--- src/rtl/program_counter_ras.sv ---
// program_counter_ras: fetch PC with jump/call/return/branch redirects; return-address stack built only when PC_RAS_EN is defined
module program_counter_ras #(
  parameter int WIDTH = 32,
  parameter logic [WIDTH-1:0] RESET_VECTOR = '0,
  parameter int STRIDE = 4,
  parameter int RAS_DEPTH = 8,
  localparam int CW = $clog2(RAS_DEPTH + 1)
) (
  input  logic             clk_i,
  input  logic             rst_ni,
  input  logic             enable_i,
  input  logic             jump_i,
  input  logic             call_i,
  input  logic             return_i,
  input  logic             branch_i,
  input  logic [WIDTH-1:0] target_i,
  input  logic [WIDTH-1:0] offset_i,
  output logic [WIDTH-1:0] pc_current_o,
  output logic [CW-1:0]    ras_count_o,
  output logic             ras_overflow_o,
  output logic             ras_underflow_o
);
  logic [WIDTH-1:0] pc_q, pc_seq, pc_next;
  assign pc_seq = pc_q + WIDTH'(STRIDE);
  assign pc_current_o = pc_q;
  always_ff @(posedge clk_i or negedge rst_ni)
    if (!rst_ni) pc_q <= RESET_VECTOR;
    else if (enable_i) pc_q <= pc_next;
`ifdef PC_RAS_EN
  localparam int PW = $clog2(RAS_DEPTH);
  logic [WIDTH-1:0] ras_q [RAS_DEPTH];
  logic [PW-1:0] wp_q, wp_top;
  logic [CW-1:0] count_q;
  logic do_call, do_ret, empty, full, ovf_q, unf_q;
  always_comb begin
    do_call = !jump_i && call_i;
    do_ret = !jump_i && !call_i && return_i;
    empty = count_q == '0;
    full = count_q == CW'(RAS_DEPTH);
    wp_top = wp_q - PW'(1);
    pc_next = (jump_i || call_i) ? target_i :
              do_ret ? (empty ? pc_seq : ras_q[wp_top]) :
              branch_i ? pc_q + offset_i : pc_seq;
  end
  // a push onto a full stack overwrites the oldest slot, which is exactly where wp_q points
  always_ff @(posedge clk_i or negedge rst_ni)
    if (!rst_ni) begin
      wp_q <= '0;
      count_q <= '0;
      ovf_q <= 1'b0;
      unf_q <= 1'b0;
    end else if (enable_i) begin
      ovf_q <= do_call && full;
      unf_q <= do_ret && empty;
      if (do_call) begin
        wp_q <= wp_q + PW'(1);
        if (!full) count_q <= count_q + CW'(1);
      end else if (do_ret && !empty) begin
        wp_q <= wp_top;
        count_q <= count_q - CW'(1);
      end
    end else begin
      ovf_q <= 1'b0;
      unf_q <= 1'b0;
    end
  always_ff @(posedge clk_i)
    if (enable_i && do_call) ras_q[wp_q] <= pc_seq;
  assign ras_count_o = count_q;
  assign ras_overflow_o = ovf_q;
  assign ras_underflow_o = unf_q;
`else
  assign pc_next = (jump_i || call_i) ? target_i :
                   (!return_i && branch_i) ? pc_q + offset_i : pc_seq;
  assign ras_count_o = '0;
  assign ras_overflow_o = 1'b0;
  assign ras_underflow_o = 1'b0;
`endif
endmodule

--- config.mk ---
export PLATFORM = sky130hd
export DESIGN_NAME = program_counter_ras
export DESIGN_NICKNAME = d
export VERILOG_FILES = /design/src/rtl/program_counter_ras.sv
export SDC_FILE = /design/constraint.sdc
export NUM_CORES = 1
export LEC_CHECK = 0
export CAP_MARGIN = 30
export CORE_UTILIZATION = 50
export CTS_BUF_LIST = sky130_fd_sc_hd__clkbuf_16
export CTS_CLUSTER_SIZE = 10
export DETAILED_ROUTE_END_ITERATION = 8
export GPL_ROUTABILITY_DRIVEN = 0
export GPL_TIMING_DRIVEN = 0
export PLACE_DENSITY = 0.82
export SLEW_MARGIN = 20
export SYNTH_ARGS = -nofsm -noshare
export SYNTH_HDL_FRONTEND = slang
export SYNTH_SLANG_ARGS = --single-unit
export TNS_END_PERCENT = 100
--- constraint.sdc ---
create_clock -name clk_i -period 3.4 [get_ports clk_i]
set_input_delay 0.51 -clock clk_i [delete_from_list [all_inputs] [get_ports clk_i]]
set_output_delay 0.51 -clock clk_i [all_outputs]
set_load 0.02 [all_outputs]
==> results.tsv, run 1 <==
stage	metric	value	unit
synthesis	synth_ff_type	dfrtp_1	
synthesis	synth.most_common_cell	a21oi_1	
global_routing	grt-ovfl-total	0	
detailed_routing	drc	0	
sta	fin_crit_sh	0.953	
detailed_routing	postRouteWirelength	13.9	mm
worst_setup_path	worstReg2RegEnd	pc_current_o[27]$_DFFE_PN0P_	
cts	cts.sinks	32	
worst_setup_path	crit_required	3.56	ns
worst_setup_path	arrival	3.40	ns
synthesis	ys_seq_elements	32	
synthesis	synth_area	0.00402	sq mm
sta	hold_viol	0	
detailed_routing	drtIter0Drc	534	
worst_setup_path	cp-endpoint	pc_current_o[27]$_DFFE_PN0P_	
worst_setup_path	slowest_delay	0.44	ns
sta	min_period	3.24	ns
detailed_routing	drt-pass1-iter-count	8	
global_routing	antenna_found_initial	0	
cells_and_area	num_antenna_cells	0	
detailed_routing	drtAntennaViolNets	0	
global_routing	grt_use_total	0.333	
cts	cts_buffers	5	
outcome	outcome	completed	
sta	fin_worst_skew	0.00367	ns
global_routing	grt_max_degree	30	
worst_setup_path	r2r_slack	0.31	ns
worst_setup_path	end_kind	flop	
cells_and_area	regArea	801	sq um
worst_setup_path	cp-start-kind	input pin	
cells_and_area	largest_reg_flops	32	
cells_and_area	area_delta_synth_final	32.8	%
power	finalPower	0.00209	W
worst_setup_path	cp_max_fo	5	
global_routing	grt_pass1_wl	22.1	mm
worst_setup_path	path_cells	clkdlybuf4s50_1 -> ha_1 -> a211oi_1 -> o21ai_1 -> a32oi_1 -> o21a_1 -> o211ai_1 -> nor3b_1 -> o41ai_1 -> nand2_1	
placed_design	place_hpwl	10.5	mm
sta	max_freq	0.309	GHz
worst_setup_path	cp_top_family	compound AO/OA/AOI/OAI gates	
synthesis	yosysSeqAreaShare	0.199	
synthesis	netlist.area_leader.share	0.199	
worst_setup_path	worstRegToRegCells	9	
floorplanning	die_y	91.6	um
cts	cts_root_buffer	clkbuf_16	
synthesis	synth_warnings	0	
synthesis	synth_top_area_cell	dfrtp_1	
placed_design	portBuffers	102	
synthesis	yosys-top-cells-area	dfrtp_1, ha_1, a21oi_1, o21ai_0, nor2_1	
synthesis	synth.avg_cell_area	7.50	sq um
floorplanning	die_area	0.00839	sq mm
cts	post-cts-setup-buffer-count	0	
worst_setup_path	path_depth	10	
sta	slew_headroom	0.522	
cells_and_area	drive_gt1_frac	0.0631	
floorplanning	placeableCoreArea	0.00773	sq mm
synthesis	synthTopCellsByCount	a21oi_1, nor2_1, nand2_1, o21ai_0	
floorplanning	boundaryPins	109	
cells_and_area	final_nets	754	
detailed_routing	vias	4793	
cts	clock_latency	0.28	ns
detailed_routing	wl_per_cell	18.5	um
power	power_density	391	mW/mm^2
worst_setup_path	critical_path_class	input pin to flop	
cells_and_area	multi_input_area	0.00300	sq mm
cts	path_clk_slew	0.06	ns
cts	holdBufCountCts	0	
worst_setup_path	critPathBufInv	1	
cts	ctsResizeCount	0	
floorplanning	num_rows	32	
power	cellLeakagePower	2.14	nW
cells_and_area	final_cells	752	
synthesis	synth_cell_types	69	
sta	report.final.slew_viol_count	0	
cts	h-tree-depth	2	
synthesis	synth_edf_count	0	
worst_setup_path	crit_start	offset_i[1]	
floorplanning	die_w	91.6	um
cts	clockBufferDepth	2	
worst_setup_path	timing.rr.start	pc_current_o[8]$_DFFE_PN0P_	
floorplanning	initial_core_util	0.520	
synthesis	async_flop_share	1.00	
worst_setup_path	crit_slowest_cell	clkdlybuf4s50_1	
job	maxCapViolCount	0	
sta	worst_pin_slew	0.717	ns
power	irDropWorstVdd	0.000288	V
global_routing	first_global_vias	4590	
sta	setup_viol	0	
placed_design	place_inst	745	
cts	cts_tree	done	
sta	rsz0062_at_grt	false	
detailed_routing	viasPerCell	6.37	
hold_path	min_path_type	input pin to asynchronous set/reset pin	
cells_and_area	nFillCells	632	
sta	setup_tns	0	ns
synthesis	synthCells	535	
cell families (layout without fill, tap and decap cells):
group	after synthesis	after routing	share of synthesized area
buffers and inverters	46	156	0.0576
adders and majority gates	33	33	0.105
DFF	32	32	0.199
and+or+nand+nor	183	183	0.226
xor gates and xnor gates	29	29	0.0633
AOI/OAI and AO/OA	209	209	0.342
muxes	2	2	0.00561
other	1	6	0.000934
cells in the final DEF (no fill, tap or decap), types with 18 or more instances in the layout:
master           instances
nand3_1                 27
a21oi_1                 55
nand2_1                 47
inv_1                   18
o21ai_0                 42
dfrtp_1                 32
clkdlybuf4s50_1        101
xnor2_1                 19
ha_1                    32
nor2_1                  51
metrics by stage:
stage,setup slack [ns],util,hold WS (ns),area [sq um]
after floorplan,0.754,-,0.214,4030
after global placement,0.0189,0.671,0.565,5180
after detailed placement,-0.0256,0.673,0.333,5200
after CTS,0.262,0.690,0.0369,5330
after global routing,0.0702,0.690,0.0403,5330
final,0.161,0.690,0.0344,5330
power by group:
group	switching [W]	leakage, nW	internal (W)	total, W
combinational	0.000619	1.70	0.000500	0.00112
clock	0.000176	0.0709	0.000263	0.000439
sequential	0.0000965	0.377	0.000432	0.000529
metal layers:
metal / track usage / vias to the layer above / routed length [um]
met1: 0.426 / 2188 / 5650
li1: - / 2238 / -
met5: 0 / - / 0
met4: 0.161 / 0 / 518
met2: 0.543 / 316 / 6320
met3: 0.0572 / 51 / 1460
layout make-up:
type                    instances  area share
flip-flops and latches         32       0.150
repair buffers                103       0.194
well taps                     102      0.0239
multi-input cells             462       0.563
plain buffers                  28      0.0307
clock inverters                 2     0.00164
clock buffers                   5      0.0235
inverters                      18      0.0127
worst register-to-register path: cells and delay by family (launching register included):
family	cells	cell delay, ns
flops	1	0.48
compound gates	6	1.77
fa+ha+maj	1	0.40
simple gates	2	0.32
worst min-delay path by stage:
stage / from / end / slack [ns] / cells past startpoint
2_1_floorplan: rst_ni / pc_current_o[0]$_DFFE_PN0P_ / 0.21 / 0
3_3_place_gp: pc_current_o[0]$_DFFE_PN0P_ / pc_current_o[0]$_DFFE_PN0P_ / 0.56 / 2
3_5_place_dp: rst_ni / pc_current_o[14]$_DFFE_PN0P_ / 0.33 / 1
4_1_cts: rst_ni / pc_current_o[15]$_DFFE_PN0P_ / 0.04 / 1
5_1_grt: rst_ni / pc_current_o[14]$_DFFE_PN0P_ / 0.04 / 1
6_report: rst_ni / pc_current_o[15]$_DFFE_PN0P_ / 0.03 / 1
No activity file was read; power rests on OpenSTA's default activity.
==> run 2: changes to the inputs <==
SLEW_MARGIN = not set   (was 20)
==> run 2 against run 1 <==
Net effect: non-clock buffer count shrank 1; clock skew grew 0.0014 ns; critical endpoint unchanged; worst setup slack lost 0.066 ns; critical path type unchanged; worst hold slack gained 0.27 ns; register-to-register slack lost 0.08 ns; combinational power is essentially flat; sequential power is essentially flat.
==> results.tsv, run 2 (synthesized netlist as in run 1, its figures left out) <==
stage	metric	value	unit
sta	fin_ws	0.0948	ns
floorplanning	boundaryPins	109	
cts	post-cts-setup-buffer-count	0	
cts	cts.sinks	32	
detailed_routing	drt-pass1-iter-count	6	
job	maxCapViolCount	0	
worst_setup_path	worstReg2RegEnd	pc_current_o[27]$_DFFE_PN0P_	
worst_setup_path	critPathBufInv	1	
sta	rsz0062_at_grt	false	
global_routing	grt_max_degree	33	
worst_setup_path	r2r_slack	0.23	ns
floorplanning	placeableCoreArea	0.00773	sq mm
worst_setup_path	cp_max_fo	6	
power	irDropWorstVdd	0.000263	V
detailed_routing	drtAntennaViolNets	0	
worst_setup_path	slowest_delay	0.43	ns
detailed_routing	postRouteWirelength	13.9	mm
sta	whs	0.308	ns
cells_and_area	area_delta_synth_final	32.3	%
cts	clockBufferDepth	2	
cells_and_area	nFillCells	633	
worst_setup_path	cp-start-kind	input pin	
placed_design	dp_slack	-0.0413	ns
floorplanning	die_w	91.6	um
placed_design	place_inst	744	
floorplanning	num_rows	32	
sta	fin_crit_sh	0.972	
sta	max_freq	0.303	GHz
placed_design	place_hpwl	10.5	mm
worst_setup_path	critical_path_class	input pin to flop	
global_routing	antenna_found_initial	0	
worst_setup_path	crit_start	offset_i[8]	
detailed_routing	vias	4840	
worst_setup_path	path_cells	clkdlybuf4s50_1 -> ha_1 -> a21oi_1 -> o21ai_1 -> a311oi_1 -> o21a_1 -> o211ai_1 -> nor3b_1 -> o41ai_1 -> nand2_1	
cts	cts_buffers	5	
global_routing	grt-ovfl-total	0	
floorplanning	die_y	91.6	um
worst_setup_path	timing.rr.start	pc_current_o[8]$_DFFE_PN0P_	
power	cellLeakagePower	2.14	nW
worst_setup_path	end_kind	flop	
cts	holdBufCountCts	0	
cells_and_area	final_cells	752	
worst_setup_path	arrival	3.46	ns
cts	h-tree-depth	2	
cts	ctsResizeCount	0	
cts	cts_root_buffer	clkbuf_16	
global_routing	first_global_vias	4578	
sta	worst_pin_slew	0.789	ns
worst_setup_path	worstRegToRegCells	9	
global_routing	grt_pass1_wl	22.1	mm
worst_setup_path	cp_top_family	compound AO/OA/AOI/OAI gates	
worst_setup_path	crit_slowest_cell	o41ai_1	
power	power_density	392	mW/mm^2
detailed_routing	drtIter0Drc	586	
hold_path	min_path_type	input pin to asynchronous set/reset pin	
floorplanning	initial_core_util	0.520	
cells_and_area	final_nets	753	
sta	min_period	3.31	ns
cells_and_area	drive_gt1_frac	0.0600	
sta	slew_headroom	0.474	
sta	hold_viol	0	
cells_and_area	num_antenna_cells	0	
sta	report.final.slew_viol_count	0	
sta	fin_worst_skew	0.00509	ns
worst_setup_path	crit_required	3.55	ns
cells_and_area	final_common_cell	clkdlybuf4s50_1	
detailed_routing	drc	0	
cells_and_area	fin_util	0.688	
detailed_routing	viasPerCell	6.44	
outcome	outcome	completed	
placed_design	portBuffers	102	
cts	clock_latency	0.28	ns
cells_and_area	layout_common_cells	clkdlybuf4s50_1, a21oi_1, nor2_1	
cts	path_clk_slew	0.06	ns
sta	setup_viol	0	
cts	cts_tree	done	
cells_and_area	largest_reg_flops	32	
detailed_routing	wl_per_cell	18.5	um
floorplanning	die_area	0.00839	sq mm
power	finalPower	0.00208	W
global_routing	grt_use_total	0.333	
## run 2: layer usage
| layer | track usage | share of wire | up-vias |
|---|---|---|---|
| li1 | - | - | 2229 |
| met1 | 0.434 | 0.40 | 2246 |
| met2 | 0.552 | 0.46 | 309 |
| met3 | 0.0489 | 0.10 | 56 |
| met4 | 0.131 | 0.032 | 0 |
| met5 | 0 | 0 | - |
## run 2: worst max path at each step
| stage | endpoint | slack [ns] | cells after the start |
|---|---|---|---|
| floorplan | pc_current_o[22]$_DFFE_PN0P_ | 0.75 | 11 |
| global placement | pc_current_o[27]$_DFFE_PN0P_ | 0.02 | 10 |
| detailed placement | pc_current_o[27]$_DFFE_PN0P_ | -0.04 | 10 |
| CTS | pc_current_o[27]$_DFFE_PN0P_ | 0.18 | 10 |
| global route | pc_current_o[27]$_DFFE_PN0P_ | 0.05 | 10 |
| finish | pc_current_o[27]$_DFFE_PN0P_ | 0.09 | 10 |
## run 2: stage by stage
step / area (sq um) / setup TNS (ns)
5_1_grt: 5310 / 0
4_1_cts: 5310 / 0
3_5_place_dp: 5180 / -0.0653
3_3_place_gp: 5180 / 0
2_1_floorplan: 4030 / 0
6_report: 5310 / 0
## run 2: where the power goes
group	total, W	internal, W	switching [W]
Combinational	0.00112	0.000497	0.000621
Clock	0.000435	0.000264	0.000171
Sequential	0.000529	0.000432	0.0000965
## run 2: cell type report
class | count | area, sq um | share of cell area
Clock buffer | 5 | 125 | 0.0235
Clock inverter | 3 | 11.3 | 0.00212
Timing Repair Buffer | 102 | 1020 | 0.191
Buffer | 28 | 164 | 0.0308
Sequential cell | 32 | 801 | 0.151
Tap cell | 102 | 128 | 0.0240
Multi-Input combinational cell | 462 | 3000 | 0.565
Inverter | 18 | 67.6 | 0.0127
==> run 3: changes to the inputs <==
PLACE_DENSITY = 0.87   (was 0.82)
==> run 3 against run 2 <==
Net effect: the flow now finishes with violations (design-rule violations); flip-flop and latch count stayed put; fmax increased by 3.3%; highest routed layer unchanged; die area stayed put; combinational power about the same.
==> results.tsv, run 3 (synthesized netlist as in run 1, its figures left out) <==
stage	metric	value	unit
cts	cts.sinks	32	
cells_and_area	num_antenna_cells	0	
floorplanning	die_y	91.6	um
sta	rsz0062_at_grt	false	
sta	fin_ws	0.201	ns
global_routing	antenna_found_initial	0	
power	power_density	390	mW/mm^2
cells_and_area	largest_reg_flops	32	
global_routing	grt_pass1_wl	21.9	mm
global_routing	first_global_vias	4654	
floorplanning	placeableCoreArea	0.00773	sq mm
detailed_routing	drt-pass1-iter-count	7	
cts	holdBufCountCts	0	
worst_setup_path	cp_max_fo	6	
floorplanning	die_area	0.00839	sq mm
detailed_routing	drtAntennaViolNets	0	
power	irDropWorstVdd	0.000242	V
placed_design	dp_slack	0.00408	ns
sta	worst_pin_slew	0.791	ns
cells_and_area	finalInstanceArea	0.00531	sq mm
floorplanning	boundaryPins	109	
placed_design	portBuffers	102	
cts	ctsResizeCount	0	
global_routing	grt_max_degree	33	
floorplanning	num_rows	32	
cts	cts_root_buffer	clkbuf_16	
sta	hold_viol	0	
worst_setup_path	cp_top_family	compound AO/OA/AOI/OAI gates	
cts	path_clk_slew	0.05	ns
worst_setup_path	end_kind	flop	
cells_and_area	regArea	801	sq um
detailed_routing	wl_per_cell	18.1	um
cells_and_area	final_nets	753	
cts	clock_latency	0.28	ns
sta	slew_headroom	0.473	
worst_setup_path	critPathBufInv	1	
sta	fin_worst_skew	0.00663	ns
cells_and_area	area_delta_synth_final	32.3	%
detailed_routing	viasPerCell	6.58	
outcome	outcome	finished, violations left	
power	cellLeakagePower	2.14	nW
cts	post-cts-setup-buffer-count	0	
global_routing	grt_use_total	0.325	
cells_and_area	drive_gt1_frac	0.0600	
sta	max_freq	0.313	GHz
detailed_routing	drtIter0Drc	564	
detailed_routing	drc	1	
sta	setup_viol	0	
global_routing	grt-ovfl-total	0	
outcome	violations	design-rule violations	
cells_and_area	final_common_cell	clkdlybuf4s50_1	
sta	setup_tns	0	ns
cts	clockBufferDepth	2	
worst_setup_path	arrival	3.35	ns
detailed_routing	vias	4949	
cts	cts_tree	done	
sta	report.final.slew_viol_count	0	
sta	fin_crit_sh	0.941	
cells_and_area	layout_common_cells	clkdlybuf4s50_1, a21oi_1, nor2_1	
floorplanning	die_w	91.6	um
cts	cts_buffers	5	
worst_setup_path	slowest_delay	0.41	ns
floorplanning	initial_core_util	0.520	
hold_path	min_path_type	input pin to asynchronous set/reset pin	
worst_setup_path	crit_slowest_cell	clkdlybuf4s50_1	
cells_and_area	nFillCells	646	
detailed_routing	postRouteWirelength	13.6	mm
placed_design	placed_area	0.00518	sq mm
worst_setup_path	cp-start-kind	input pin	
worst_setup_path	critical_path_class	input pin to flop	
placed_design	place_hpwl	10.3	mm
worst_setup_path	path_cells	clkdlybuf4s50_1 -> ha_1 -> a21oi_1 -> o21ai_1 -> a311oi_1 -> o21a_1 -> o211ai_1 -> nor3b_1 -> o41ai_1 -> nand2_1	
sta	min_period	3.20	ns
worst_setup_path	crit_required	3.55	ns
job	maxCapViolCount	0	
cts	h-tree-depth	2	
cells_and_area	multi_input_area	0.00300	sq mm
[run 3: cell counts in the layout (fill, tap and decap cells not counted)]
Identical to the previous run, type by type.
[run 3: final timing paths]
| kind | startpoint | end | slack [ns] | cells past startpoint |
|---|---|---|---|---|
| max in group asynchronous | rst_ni | pc_current_o[7]$_DFFE_PN0P_ | 2.58 | 1 |
| setup reg to reg | pc_current_o[8]$_DFFE_PN0P_ | pc_current_o[27]$_DFFE_PN0P_ | 0.36 | 9 |
| hold / removal | rst_ni | pc_current_o[28]$_DFFE_PN0P_ | 0.32 | 1 |
| hold reg to reg | pc_current_o[0]$_DFFE_PN0P_ | pc_current_o[0]$_DFFE_PN0P_ | 0.58 | 2 |
| min in group clk_i | pc_current_o[0]$_DFFE_PN0P_ | pc_current_o[0]$_DFFE_PN0P_ | 0.58 | 2 |
| setup / recovery | offset_i[8] | pc_current_o[27]$_DFFE_PN0P_ | 0.20 | 10 |
[run 3: metal layers]
| metal | routed length (um) | part of all wire | vias to the layer above | global-route usage |
|---|---|---|---|---|
| met3 | 1490 | 0.11 | 47 | 0.0589 |
| met2 | 6380 | 0.47 | 384 | 0.552 |
| met1 | 5400 | 0.40 | 2278 | 0.415 |
| met5 | 0 | 0 | - | 0 |
| li1 | - | - | 2240 | - |
| met4 | 369 | 0.027 | 0 | 0.112 |
[run 3: power breakdown]
| group | switching [W] | internal (W) | total (W) |
|---|---|---|---|
| clock network | 0.000165 | 0.000263 | 0.000429 |
| registers | 0.0000948 | 0.000432 | 0.000527 |
| logic | 0.000618 | 0.000498 | 0.00112 |
[run 3: stage by stage]
stage | util | hold slack, ns | total power, W | cells
floorplan | - | 0.214 | 0.00123 | 540
global placement | 0.671 | 0.562 | 0.00158 | 744
detailed placement | 0.670 | 0.567 | 0.00161 | 744
CTS | 0.688 | 0.343 | 0.00204 | 752
global route | 0.688 | 0.377 | 0.00218 | 752
finish | 0.688 | 0.318 | 0.00207 | 752
[run 3: final cells by class]
| class | count | area share |
|---|---|---|
| flip-flops and latches | 32 | 0.151 |
| inverters | 18 | 0.0127 |
| clock inverters | 3 | 0.00212 |
| clock buffers | 5 | 0.0235 |
| multi-input cells | 462 | 0.565 |
| well taps | 102 | 0.0240 |
| plain buffers | 28 | 0.0308 |
| repair buffers | 102 | 0.191 |
